File: src/rtl/shifter_pkg.sv
// Shared types for the iterative shifter: operation modes and FSM states.
package shifter_pkg;

    typedef enum logic [1:0] {
        SLL  = 2'b00,
        SRA  = 2'b01,
        ROR  = 2'b10,
        RSVD = 2'b11
    } mode_e;

    typedef enum logic [1:0] {
        IDLE  = 2'b00,
        SHIFT = 2'b01,
        DONE  = 2'b10
    } state_e;

endpackage : shifter_pkg

File: src/rtl/shift_step.sv
// Single 1-bit shift/rotate step, selected by mode.
module shift_step
    import shifter_pkg::*;
#(
    parameter int unsigned WIDTH = 16
) (
    input  logic [WIDTH-1:0] data_i,
    input  mode_e            mode_i,
    output logic [WIDTH-1:0] data_o
);

    // One-position shift: left with zero fill, arithmetic right, or rotate right.
    always_comb begin
        data_o = data_i;
        unique case (mode_i)
            SLL:     data_o = {data_i[WIDTH-2:0], 1'b0};
            SRA:     data_o = {data_i[WIDTH-1], data_i[WIDTH-1:1]};
            ROR:     data_o = {data_i[0], data_i[WIDTH-1:1]};
            default: data_o = data_i;
        endcase
    end

endmodule : shift_step

File: src/rtl/iterative_shifter.sv
// Multi-cycle shifter: applies one 1-bit step per clock until the captured
// shift count is exhausted, then presents the result for a single done cycle.
module iterative_shifter
    import shifter_pkg::*;
#(
    parameter int unsigned WIDTH = 16,
    parameter int unsigned CNT_W = 4
) (
    input  logic             clk,
    input  logic             rst,
    input  logic             start,
    input  logic [WIDTH-1:0] Shift_In,
    input  logic [CNT_W-1:0] Shift_Val,
    input  logic [1:0]       Mode,
    output logic [WIDTH-1:0] Shift_Out,
    output logic             ready,
    output logic             busy,
    output logic             done,
    output logic             err
);

    localparam logic [CNT_W-1:0] CNT_ONE = CNT_W'(1);

    state_e           state_q;
    logic [WIDTH-1:0] work_q;
    logic [CNT_W-1:0] cnt_q;
    mode_e            mode_q;
    logic [WIDTH-1:0] result_q;
    logic             err_q;

    logic [WIDTH-1:0] step_d;
    mode_e            mode_in;

    assign mode_in = mode_e'(Mode);

    shift_step #(
        .WIDTH (WIDTH)
    ) u_step (
        .data_i (work_q),
        .mode_i (mode_q),
        .data_o (step_d)
    );

    // FSM, work/count registers and result capture.
    always_ff @(posedge clk or posedge rst) begin
        if (rst) begin
            state_q  <= IDLE;
            work_q   <= '0;
            cnt_q    <= '0;
            mode_q   <= SLL;
            result_q <= '0;
            err_q    <= 1'b0;
        end else begin
            err_q <= 1'b0;
            unique case (state_q)
                IDLE, DONE: begin
                    if (start) begin
                        work_q <= Shift_In;
                        cnt_q  <= Shift_Val;
                        mode_q <= mode_in;
                        if (Shift_Val != '0 && mode_in != RSVD) begin
                            state_q <= SHIFT;
                        end else begin
                            // Zero count or reserved mode: pass operand straight to the result.
                            state_q  <= DONE;
                            result_q <= Shift_In;
                            err_q    <= (mode_in == RSVD);
                        end
                    end else begin
                        state_q <= IDLE;
                    end
                end
                SHIFT: begin
                    work_q <= step_d;
                    cnt_q  <= cnt_q - CNT_ONE;
                    if (cnt_q == CNT_ONE) begin
                        state_q  <= DONE;
                        result_q <= step_d;
                    end
                end
                default: state_q <= IDLE;
            endcase
        end
    end

    assign Shift_Out = result_q;
    assign ready     = (state_q == IDLE) || (state_q == DONE);
    assign busy      = (state_q == SHIFT);
    assign done      = (state_q == DONE);
    assign err       = err_q;

endmodule : iterative_shifter

File: config.mk
export PLATFORM = sky130hd
export DESIGN_NAME = iterative_shifter
export DESIGN_NICKNAME = d
export VERILOG_FILES = /design/src/rtl/shifter_pkg.sv /design/src/rtl/shift_step.sv /design/src/rtl/iterative_shifter.sv
export SDC_FILE = /design/constraint.sdc
export NUM_CORES = 1
export LEC_CHECK = 0
export ABC_CLOCK_PERIOD_IN_PS = 4500
export CORE_MARGIN = 2
export CORE_UTILIZATION = 45
export CTS_CLUSTER_DIAMETER = 100
export DETAILED_ROUTE_END_ITERATION = 12
export PLACE_DENSITY = 0.78
export SKIP_CTS_REPAIR_TIMING = 1
export SLEW_MARGIN = 20
export SYNTH_ARGS = -nofsm -noshare
export SYNTH_HDL_FRONTEND = slang
export SYNTH_HIERARCHICAL = 1
export SYNTH_SLANG_ARGS = --single-unit
File: constraint.sdc
create_clock -name clk -period 4.5 [get_ports clk]
set_input_delay 0.9 -clock clk [delete_from_list [all_inputs] [get_ports clk]]
set_output_delay 0.9 -clock clk [all_outputs]
set_load 0.005 [all_outputs]
==> load_flow_metrics.sql <==
INSERT INTO impl_metrics (metric_group, metric, value, unit) VALUES
('cts', 'worst_path_clk_slew', '0.07', 'ns'),
('detailed_routing', 'drt_first_iter_violations', '92', ''),
('finish', 'num-fill-cells', '434', ''),
('critical_path', 'end_kind', 'flip-flop', ''),
('global_routing', 'gr-usage-all-layers', '0.192', ''),
('sta', 'timing_hold_violations_final', '0', ''),
('synth', 'synth.net_count', '251', ''),
('finish', 'number_of_nets_in_the_layout', '289', ''),
('job', 'maxCapViolations', '0', ''),
('cts', 'cts_max_path_buffers', '2', ''),
('sta', 'totalNegativeSetupSlack', '0', 'ns'),
('synth', 'proportion_of_register_bits_with_asynchronous_set_or_reset_after_synthesis', '1.00', ''),
('min_path', 'worst_hold_path_type', 'flip-flop to flip-flop', ''),
('pwr', 'total_power', '2130', 'µW'),
('sta', 'max_slew.worst_pin.slew', '0.954', 'ns'),
('synth', 'yosys_warnings', '6', ''),
('finish', 'layout_common_cells', '60 x mux2i_1, 49 x a21oi_1, 44 x clkdlybuf4s50_1', ''),
('floorplanning', 'die_area', '5730', 'µm²'),
('critical_path', 'critPathSlowestCell', 'a21o_1', ''),
('global_routing', 'initial_antenna_violation_count', '0', ''),
('critical_path', 'startpoint_type', 'input port', ''),
('detailed_routing', 'dr.pass1.iters', '4', ''),
('synth', 'synth_top_family_by_area', 'multiplexers', ''),
('cts', 'root_buffer_cell', 'clkbuf_8', ''),
('sta', 'fin_crit_sh', '0.588', ''),
('floorplanning', 'io_pins', '45', ''),
('synth', 'postSynthAreaPerCell', '10.3', 'µm²'),
('synth', 'synth_top_area_frac', '0.444', ''),
('cts', 'numCtsBuffers', '5', ''),
('synth', 'synthSimpleGateAreaFrac', '0.0882', ''),
('floorplanning', 'starting_density', '0.459', ''),
('critical_path', 'top_delay_family_on_crit_path', 'simple AND/OR/NAND/NOR gates', ''),
('synth', 'fraction_of_the_mapped_netlist_area_in_compound_gates', '0.128', ''),
('place', 'finalWeightedCongestion', '0.755', ''),
('floorplanning', 'placement_rows', '26', ''),
('critical_path', 'worst_path_class_setup', 'input port to flip-flop', ''),
('synth', 'ys_top_cells_by_area', 'dfrtp_1 44%, mux2i_1 26%, a21oi_1 11%', ''),
('critical_path', 'ordered_cell_list_for_the_critical_path', 'clkdlybuf4s50_1 -> nor2b_1 -> a21o_1 -> and2_4 -> a21oi_1', ''),
('critical_path', 'critPathRequiredTime', '4.66', 'ns'),
('floorplanning', 'fp.dieW', '75.7', 'µm'),
('synth', 'register_area_share_after_synthesis', '0.444', ''),
('synth', 'synth_cells', '224', ''),
('place', 'port_buffers', '44', ''),
('pwr', 'pwr_density_cell', '751', 'nW/µm²'),
('global_routing', 'grt_max_degree', '42', ''),
('synth', 'cell_type_contributing_the_most_total_cell_area_after_synthesis', 'dfrtp_1', ''),
('critical_path', 'worst-endpoint-arrival', '2.80', 'ns'),
('global_routing', 'grt_first_pass_wirelength', '8360', 'µm'),
('global_routing', 'gr-total-overflow', '0', ''),
('synth', 'synth-edff-count', '0', ''),
('finish', 'antenna_cells_inserted', '0', ''),
('cts', 'h_tree_depth', '2', ''),
('finish', 'area_delta_synth_final', '22.6', '%'),
('sta', 'clock-skew-final', '0.00612', 'ns'),
('place', 'dp.final_hpwl', '3410', 'µm'),
('synth', 'netlist-cell-type-count', '29', ''),
('sta', 'finalSetupViolations', '0', ''),
('synth', 'muxShareOfSynthArea', '0.271', ''),
('floorplanning', 'die_h', '75.7', 'µm'),
('detailed_routing', 'wl_per_cell', '15.2', 'µm'),
('outcome', 'run_status', 'completed', ''),
('detailed_routing', 'route.detailed.drc', '0', ''),
('detailed_routing', 'routed-via-count', '1785', ''),
('synth', 'synth.ff_latch_count', '41', ''),
('sta', 'slew_violations', '0', ''),
('floorplanning', 'floorplan.core_area', '5040', 'µm²'),
('synth', 'synthesis.area', '2310', 'µm²'),
('critical_path', 'crit_path_max_fanout', '17', ''),
('cts', 'tritoncts', 'done', ''),
('sta', 'slew_headroom', '0.364', ''),
('cts', 'clock_sink_count', '41', '');
-- flip-flops by register name, summed over array words and instances (netlist names) --
signal,count
Shift_Out,16
cnt_q,4
work_q,16
err,1
mode_q,2
state_q,2
-- tightest hold or removal path, delay by kind of cell (launching register included) --
family	cells	cell delay (ns)
DFF	1	0.36
AOI/OAI and AO/OA	2	0.15
-- cells by family (layout without fill, tap and decap cells) --
logic type / count (synthesis) / in the layout
muxes: 62 / 62
AOI/OAI and AO/OA: 56 / 56
and+or+nand+nor: 42 / 42
DFF: 41 / 41
buffers and inverters: 21 / 59
adders and majority gates: 2 / 2
-- cell type report --
cell class | instances | area [µm²] | share of cell area
Multi-Input combinational cell | 162 | 1150 | 0.407
Sequential cell | 41 | 1030 | 0.362
Timing Repair Buffer | 47 | 463 | 0.163
Tap cell | 70 | 87.6 | 0.0309
Clock buffer | 7 | 86.3 | 0.0305
Inverter | 5 | 18.8 | 0.00662
-- path summary, 6_finish.rpt --
check                      slack, ns  cells after the start                 startpoint                         to
min in group asynchronous       1.04                      3                        rst     state_q[0]$_DFFE_PP0P_
max in group asynchronous       3.09                      3                        rst   Shift_Out[9]$_DFFE_PP0P_
max                             1.86                      5                      start  Shift_Out[11]$_DFFE_PP0P_
min reg2reg                     0.54                      2  Shift_Out[15]$_DFFE_PP0P_  Shift_Out[15]$_DFFE_PP0P_
max reg2reg                     2.34                      6     state_q[0]$_DFFE_PP0P_  Shift_Out[11]$_DFFE_PP0P_
min                             0.54                      2  Shift_Out[15]$_DFFE_PP0P_  Shift_Out[15]$_DFFE_PP0P_
-- metal layers --
layer  track usage  share of wire  wire [µm]  vias to the layer above
met5             0              0          0                        -
met4        0.0546          0.015         78                        0
met3        0.0357          0.041        206                        8
met2         0.300           0.47       2390                       46
met1         0.274           0.47       2380                      856
li1              -              -          -                      875
-- power by group --
part	total, µW	internal (µW)	switching, µW	leakage (µW)
Combinational	1140	577	567	0.000718
Clock	240	122	118	0.0000443
Sequential	746	551	195	0.000460
Total	2130	1250	880	0.00122
-- synth_stat cells (2+ instances only) --
cell type  instances
dfrtp_1           41
a21oi_1           49
nand2b_1           3
buf_2              5
nor2b_1            2
inv_1              5
ha_1               2
mux2i_1           60
nor2_1            18
o21ai_0            2
buf_4              4
clkbuf_1           4
nand3_1            2
nand2_1           12
-- metrics by stage --
stage / cells / setup slack, ns / util / area (µm²) / hold slack (ns)
after floorplan: 224 / 2.41 / - / 2310 / 0.440
after global placement: 325 / 1.68 / 0.545 / 2750 / 0.487
after detailed placement: 325 / 1.54 / 0.545 / 2750 / 0.513
after CTS: 332 / 1.83 / 0.562 / 2830 / 0.538
after global routing: 332 / 1.75 / 0.562 / 2840 / 0.562
final: 332 / 1.86 / 0.562 / 2840 / 0.541
Note: power is estimated with default switching activity, not from simulation.
